## config.mk

```make
export PLATFORM = sky130hd
export DESIGN_NAME = pipe_stall_ctrl
export DESIGN_NICKNAME = d
export VERILOG_FILES = /design/src/rtl/pipe_stall_ctrl.sv
export SDC_FILE = /design/constraint.sdc
export NUM_CORES = 1
export LEC_CHECK = 0
export CELL_PAD_IN_SITES_DETAIL_PLACEMENT = 1
export CELL_PAD_IN_SITES_GLOBAL_PLACEMENT = 1
export CORE_MARGIN = 10
export CORE_UTILIZATION = 38
export CTS_CLUSTER_DIAMETER = 150
export DETAILED_ROUTE_END_ITERATION = 12
export HOLD_SLACK_MARGIN = 0.08
export PLACE_DENSITY_LB_ADDON = 0.25
export SYNTH_ARGS = -nofsm -noshare
export SYNTH_HDL_FRONTEND = slang
export SYNTH_SLANG_ARGS = --single-unit
```

## constraint.sdc

```tcl
create_clock -name CLK -period 3.4 [get_ports CLK]
set_input_delay 0.85 -clock CLK [delete_from_list [all_inputs] [get_ports CLK]]
set_output_delay 0.85 -clock CLK [all_outputs]
set_load 0.005 [all_outputs]
```

## src/rtl/pipe_stall_ctrl.sv

```systemverilog
// Stall/flush sequencer for the 5-stage pipeline. Decides each cycle whether
// PC and IF/ID advance, hold or flush, and whether ID/EX takes a bubble.
// Handles load-use hazards, taken branches (multi-cycle IF/ID flush) and an
// external halt, with saturating stall/flush event counters for debug.
module pipe_stall_ctrl #(
  parameter int unsigned FLUSH_CYCLES = 2,
  parameter int unsigned CNT_W        = 16
) (
  input  logic             CLK,
  input  logic             RST,
  input  logic [4:0]       id_rs,
  input  logic [4:0]       id_rt,
  input  logic             id_uses_rt,
  input  logic             ex_memread,
  input  logic [4:0]       ex_rt,
  input  logic             branch_taken,
  input  logic             halt_req,
  input  logic             clr_cnt,
  output logic             pc_write,
  output logic             ifid_write,
  output logic             ifid_flush,
  output logic             idex_bubble,
  output logic             halted,
  output logic [1:0]       state,
  output logic [CNT_W-1:0] stall_cnt,
  output logic [CNT_W-1:0] flush_cnt
);

  localparam int unsigned FcntW = (FLUSH_CYCLES > 1) ? $clog2(FLUSH_CYCLES + 1) : 1;
  localparam logic [FcntW-1:0] FcntLoad = FcntW'(FLUSH_CYCLES - 1);

  typedef enum logic [1:0] {
    StRun     = 2'd0,
    StFlush   = 2'd1,
    StHalt    = 2'd2,
    StIllegal = 2'd3
  } state_e;

  state_e           state_q, state_d;
  logic [FcntW-1:0] fcnt_q, fcnt_d;
  logic [CNT_W-1:0] stall_cnt_q, stall_cnt_d;
  logic [CNT_W-1:0] flush_cnt_q, flush_cnt_d;

  logic lu;
  logic pc_w, ifid_w, flush_w, bubble_w;
  logic stall_ev;
  state_e branch_next;

  // Load-use hazard: a load in EX writes a register the ID instruction reads.
  always_comb begin
    lu = ex_memread & (ex_rt != 5'd0) &
         ((ex_rt == id_rs) | (id_uses_rt & (ex_rt == id_rt)));
  end

  // Next-state, flush countdown and raw pipeline controls.
  always_comb begin
    state_d     = state_q;
    fcnt_d      = fcnt_q;
    pc_w        = 1'b1;
    ifid_w      = 1'b1;
    flush_w     = 1'b0;
    bubble_w    = 1'b0;
    stall_ev    = 1'b0;
    // With a single flush cycle the branch cycle itself is the whole flush.
    branch_next = (FLUSH_CYCLES > 1) ? StFlush : StRun;

    unique case (state_q)
      StRun: begin
        if (branch_taken) begin
          flush_w  = 1'b1;
          bubble_w = 1'b1;
          fcnt_d   = FcntLoad;
          state_d  = branch_next;
        end else if (lu) begin
          pc_w     = 1'b0;
          ifid_w   = 1'b0;
          bubble_w = 1'b1;
          stall_ev = 1'b1;
        end else if (halt_req) begin
          pc_w     = 1'b0;
          ifid_w   = 1'b0;
          bubble_w = 1'b1;
          stall_ev = 1'b1;
          state_d  = StHalt;
        end
      end
      StFlush: begin
        // ID instruction is being discarded, so lu and halt_req are ignored.
        flush_w  = 1'b1;
        bubble_w = 1'b1;
        if (branch_taken) begin
          fcnt_d  = FcntLoad;
          state_d = branch_next;
        end else if (fcnt_q <= FcntW'(1)) begin
          fcnt_d  = '0;
          state_d = StRun;
        end else begin
          fcnt_d = fcnt_q - FcntW'(1);
        end
      end
      StHalt: begin
        if (branch_taken) begin
          // A branch already in EX at halt entry still redirects the front end.
          flush_w  = 1'b1;
          bubble_w = 1'b1;
          fcnt_d   = FcntLoad;
          state_d  = branch_next;
        end else begin
          pc_w     = 1'b0;
          ifid_w   = 1'b0;
          bubble_w = 1'b1;
          // The exit cycle shows HALT outputs but is not counted as a stall.
          stall_ev = halt_req;
          if (!halt_req) begin
            state_d = StRun;
          end
        end
      end
      default: begin
        pc_w     = 1'b0;
        ifid_w   = 1'b0;
        bubble_w = 1'b1;
        fcnt_d   = '0;
        state_d  = StRun;
      end
    endcase
  end

  // Saturating event counters; clear wins over increment.
  always_comb begin
    stall_cnt_d = stall_cnt_q;
    flush_cnt_d = flush_cnt_q;
    if (clr_cnt) begin
      stall_cnt_d = '0;
      flush_cnt_d = '0;
    end else begin
      if (stall_ev && (stall_cnt_q != {CNT_W{1'b1}})) begin
        stall_cnt_d = stall_cnt_q + CNT_W'(1);
      end
      if (flush_w && (flush_cnt_q != {CNT_W{1'b1}})) begin
        flush_cnt_d = flush_cnt_q + CNT_W'(1);
      end
    end
  end

  // State, flush countdown and counter registers.
  always_ff @(posedge CLK or negedge RST) begin
    if (!RST) begin
      state_q     <= StRun;
      fcnt_q      <= '0;
      stall_cnt_q <= '0;
      flush_cnt_q <= '0;
    end else begin
      state_q     <= state_d;
      fcnt_q      <= fcnt_d;
      stall_cnt_q <= stall_cnt_d;
      flush_cnt_q <= flush_cnt_d;
    end
  end

  // Reset forces a safe frozen pipeline immediately, independent of the clock.
  always_comb begin
    pc_write    = RST & pc_w;
    ifid_write  = RST & ifid_w;
    ifid_flush  = RST & flush_w;
    idex_bubble = ~RST | bubble_w;
    halted      = RST & (state_q == StHalt);
    state       = state_q;
    stall_cnt   = stall_cnt_q;
    flush_cnt   = flush_cnt_q;
  end

endmodule

```

-- After elaboration in Yosys (flattened, before gate mapping)
Cells that the tools add are included.
- equal/unequal tests: 11
- $add $sub $neg: 3
- divide/modulo/power cells: 0
- $mul: 0
- reduce and logical (&&, ||, !) cells: 8
- mux-type cells: 29
- shift operators: 0
- bitwise logic cells: 9
- magnitude comparators: 1
- operator list (operator ; count):
    $mux 16 ; 4
    $add 16x1->16 const B ; 2
    $ne 16x16->1 const B ; 2
    $mux 2 ; 10
    $ne 3x3->1 const B ; 4
    $eq 5x5->1 ; 2
    $mux 1 ; 10
    $and 1x1->1 ; 6
    $pmux 2 s3 ; 1
    $reduce_bool 5->1 ; 1
    $pmux 1 s2 ; 2
    $pmux 2 s2 ; 1
    $reduce_and 4->1 ; 1
    $reduce_bool 2->1 ; 2
    $pmux 1 s3 ; 1
    $eq 2x1->1 const B ; 1
    $eq 2x2->1 const B ; 1
    $le 2x1->1 const B ; 1
    $logic_and 1x1->1 ; 2
    $logic_not 2->1 ; 1
    $ne 2x1->1 const B ; 1
    $or 1x1->1 ; 2
    $reduce_or 2->1 ; 1
    $sub 2x1->2 const B ; 1
    $not 1->1 ; 1
- memories: 0
- latch bits: 0
- bits in read-only memories: 0
- bits in registers: 36
- word-level logic and storage cells: 65
- RAM bits: 0
- output and inout bits: 39

-- Depth between registers and ports, before layout
- depth in word-level cells: 10
- depth in mapped cells: 11

-- Worst setup path after synthesis
Ideal clock, no wire load.
- path kind: in2out
- start point: input ex_rt[1]
- end point: output pc_write
- arrival time: 2.080 ns
- cell stages on the path: 6
- buffers on the path: 1
- path slack: 0.470 ns
- cell sequence: or4_1 -> o21a_1 -> a21oi_1 -> a211oi_1 -> nor2_1 -> buf_4
- word-level cells in the longest chain between the ends: 8
- elaborated cells between the ends (all ways): 11
- those cells by class: eq/ne: 2; mux: 3; bitwise: 5; reduce/logical: 1
- RTL lines (element ; line ; source):
    from (decl) ; 15 ; input logic [4:0] ex_rt,
    $eq 5x5->1 ; 52 ; ((ex_rt == id_rs) | (id_uses_rt & (ex_rt == id_rt)));
    $and 1x1->1 ; 52 ;
    $or 1x1->1 ; 52 ;
    $and 1x1->1 (*) ; 51 ; lu = ex_memread & (ex_rt != 5'd0) &
    $mux 1 (*) (2 in series) ; - ;
    $pmux 1 s3 (*) ; - ;
    $and 1x1->1 (*) ; - ;
    to (decl) ; 19 ; output logic pc_write,
Mark *: on every way between the ends. The rest lies on a longest branch, timed or not.

-- Worst setup path in the final report
- start point: input ex_rt[4]
- end point: output ifid_write
- word-level cells in the longest chain between the ends: 8
- elaborated cells between the ends (all ways): 11
- those cells by class: eq/ne: 2; mux: 3; bitwise: 5; reduce/logical: 1
- RTL lines (element ; line ; source):
    $eq 5x5->1 ; 52 ;
    $and 1x1->1 ; 52 ;
    $or 1x1->1 ; 52 ;
    $and 1x1->1 (*) ; 51 ;
    $mux 1 (*) ; 74 ; end else if (lu) begin
    $mux 1 (*) ; 69 ; if (branch_taken) begin
    $pmux 1 s3 (*) ; 67 ; unique case (state_q)
    $and 1x1->1 (*) ; 164 ; ifid_write = RST & ifid_w;
    to (decl) ; 20 ; output logic ifid_write,
Marked as above.

==> impl_metrics.yaml <==
worst_hold_path:
  hold_path.class: "flop to flop"
timing:
  worstMarginPinSlew_ns: 0.4370
  min_period_ns: 3.309
  fin_crit_sh_pct: 97.32
  finClkSkew_ns: 0.008731
  relSlewSlack_pct: 70.69
  finalMaxSlewViolations: 0
  setup_viol: 0
  hold_slack_ns: 0.5198
  fin_tns_setup_ns: 0
  clock.fmax_mhz: 302.2
  final-hold-violation-count: 0
logic_synthesis:
  netlist_top_cells_area: "dfrtp_1, xnor2_1, a21oi_1, xor2_1, nor2_1"
  synthXorXnorAreaFrac_pct: 10.18
  syn_inst: 237
  synth-compound-area-share_pct: 14.37
  yosys.area_share.adder_pct: 4.072
  yosysSeqAreaShare_pct: 41.88
  synth_top_cells_by_count: "dfrtp_1, nor2_1, a21oi_1, nand2_1"
  synth.avg_cell_area_um2: 9.075
  ys_types: 43
  synth-simple-area-share_pct: 24.08
  synth_edf_count: 0
  synth_top_family_by_area: "simple AND/OR/NAND/NOR gates"
  synth_mux_area_share_pct: 1.454
  synth.most_common_cell: "dfrtp_1"
  ys.flop_type: "dfrtp_1"
  syn_nets: 266
  synth-async-reset-ratio_pct: 100.0
  yosysTopAreaCell: "dfrtp_1"
  synth_area_um2: 2151
  synth_top_area_share_pct: 41.88
  yosys_warnings: 0
  ys_seq_elements: 36
floorplanning:
  dieArea_um2: 9070
  rows: 27
  die_w_um: 95.24
  initial_core_util_pct: 39.06
  ios: 61
  die_h_um: 95.24
  coreArea_um2: 5507
clock_network:
  cts_root_buf: "clkbuf_8"
  cts_sinks: 36
  cts_max_path_buffers: 2
  cts_tree: "built"
  cts_buffers: 5
  cts.reportedPaths.clkPinSlew_ns: 0.08
  htreeDepth: 2
  clock_latency_ns: 0.28
drt:
  dr.pass1.iters: 4
  postRouteAntennaNets: 0
  route.detailed.drc: 0
  routed_wl_um: 6472
  vias: 2033
  vias_per_cell: 5.350
  post_drt_wl_per_cell_um: 17.03
  drt_iter0_drc: 61
critical_path:
  critPathCaptureType: "output pin"
  startpoint: "ex_rt[4]"
  crit_buf_inv: 3
  crit_chain: "clkdlybuf4s50_1, buf_4, xnor2_1, nand4_1, o22ai_2, a21oi_2, a211oi_2, nor2_1, buf_2"
  crit_end: "ifid_write"
  cp_slowest_cell: "clkdlybuf4s50_1"
  crit_cells: 9
  crit_type: "input port to output pin"
  startpoint_type: "input port"
  path_delay_family: "buffers and inverters"
  crit_fanout: 2
  reg2regPathDepth: 8
  rr_endpoint: "stall_cnt[15]"
  regToRegSetupSlack_ns: 1.05
  critPathRequiredTime_ns: 2.55
  r2r_start: "state[0]"
  crit_arrival_ns: 2.46
  max_stage_delay_ns: 0.43
placed_design:
  dpl.hpwl_um: 4817
  gp_congestion: 0.8544
  portBuffers: 60
global_routing:
  grt_max_degree: 33
  antenna_found_initial: 0
  gr-total-overflow: 0
  grt_usage_pct: 14.50
  grt_pass1_wl_um: 10670
  grt_pass1_vias: 2159
run:
  maxCapViolCount: 0
final_layout:
  seq_area_um2: 900.9
  multi_input_area_um2: 1191
  final_nets: 336
  layout-drive-gt1-share_pct: 9.091
  fillCellCount: 644
  area_delta_synth_final_pct: 39.50
  antenna_cells: 0
  finish.utilization_pct: 54.49
power_and_ir_drop:
  p_per_area_nw_per_um2: 413.5
  ir_drop_v: 0.0002732
  power_mw: 1.241
  power_leakage_nw: 1.205
outcome:
  outcome: "finished, final reports clean"
-- placed cells by master, fill, tap and decap left out, drive strengths merged, types with 3 or more instances in the layout --
cell type,n
or3,8
buf,15
clkbuf,6
inv,6
o21ai,10
nor2,26
nor3,4
or4,6
xnor2,13
ha,7
dfrtp,36
clkdlybuf4s50,53
nand2,19
nand3,13
and2,3
a21oi,21
o31ai,6
a211oi,3
nand4,9
xor2,12
-- cells by family after synthesis --
family	after synthesis
buffers and inverters	15
and+or+nand+nor	101
muxes	3
AOI/OAI and AO/OA	50
xor gates and xnor gates	25
adders and majority gates	7
DFF	36
-- worst reg2reg max path, stage by stage (launching register included) --
cell and delay, ns:
dfrtp_1 0.52, inv_1 0.15, ha_1 0.33, a21oi_1 0.11, nor3_1 0.22, a22oi_2 0.13, buf_12 0.18, or4_1 0.47
a21oi_1 0.16
-- state kept, by name, indices dropped and copies added (netlist names) --
signal / cells
fcnt_q: 2
state: 2
flush_cnt: 16
stall_cnt: 16
-- per-layer routing --
layer	GRT usage (%)	wire [um]	vias up	part of all wire (%)
met5	0	0	-	0
met4	3.367	55	0	0.85
met3	4.949	426	6	6.6
met2	24.09	3190	42	49
met1	17.66	2799	994	43
li1	-	-	991	-
-- what timing repair did --
item	4_1_cts	5_1_grt
hold endpoints to repair	0	0
hold buffers	0	0
pin swaps	3	5
buffers inserted	0	1
setup endpoints to repair	3	3
gates resized for setup	15	3
-- stage by stage --
stage	instances	setup slack, ns	cell area, um2
finish	380	0.09115	3000
global route	380	-0.03444	3000
CTS	379	0.008314	2978
detailed placement	371	-0.4719	2869
global placement	371	-0.3621	2869
floorplan	237	0.4695	2151
-- power breakdown --
group	total, mW	switching [mW]	internal [mW]
Sequential	0.505	0.0484	0.457
Combinational	0.360	0.180	0.180
Clock	0.375	0.157	0.218
-- area by class of cell --
type,instances,area share (%)
Clock buffer,6,2.419
Clock inverter,2,1.168
Inverter,6,0.7506
Multi-Input combinational cell,186,39.70
Sequential cell,36,30.02
Tap cell,72,3.002
Timing Repair Buffer,72,22.94
-- worst min-delay path by stage --
stage | startpoint | slack [ns] | end | depth (start not counted)
after global placement | fcnt_q[0] | 0.49 | fcnt_q[0] | 1
after CTS | fcnt_q[0] | 0.52 | fcnt_q[0] | 1
final | fcnt_q[0] | 0.52 | fcnt_q[0] | 1
after detailed placement | fcnt_q[0] | 0.51 | fcnt_q[0] | 1
after global routing | fcnt_q[0] | 0.54 | fcnt_q[0] | 1
after floorplan | fcnt_q[0] | 0.47 | fcnt_q[0] | 1
No activity file was read; power rests on OpenSTA's default activity.
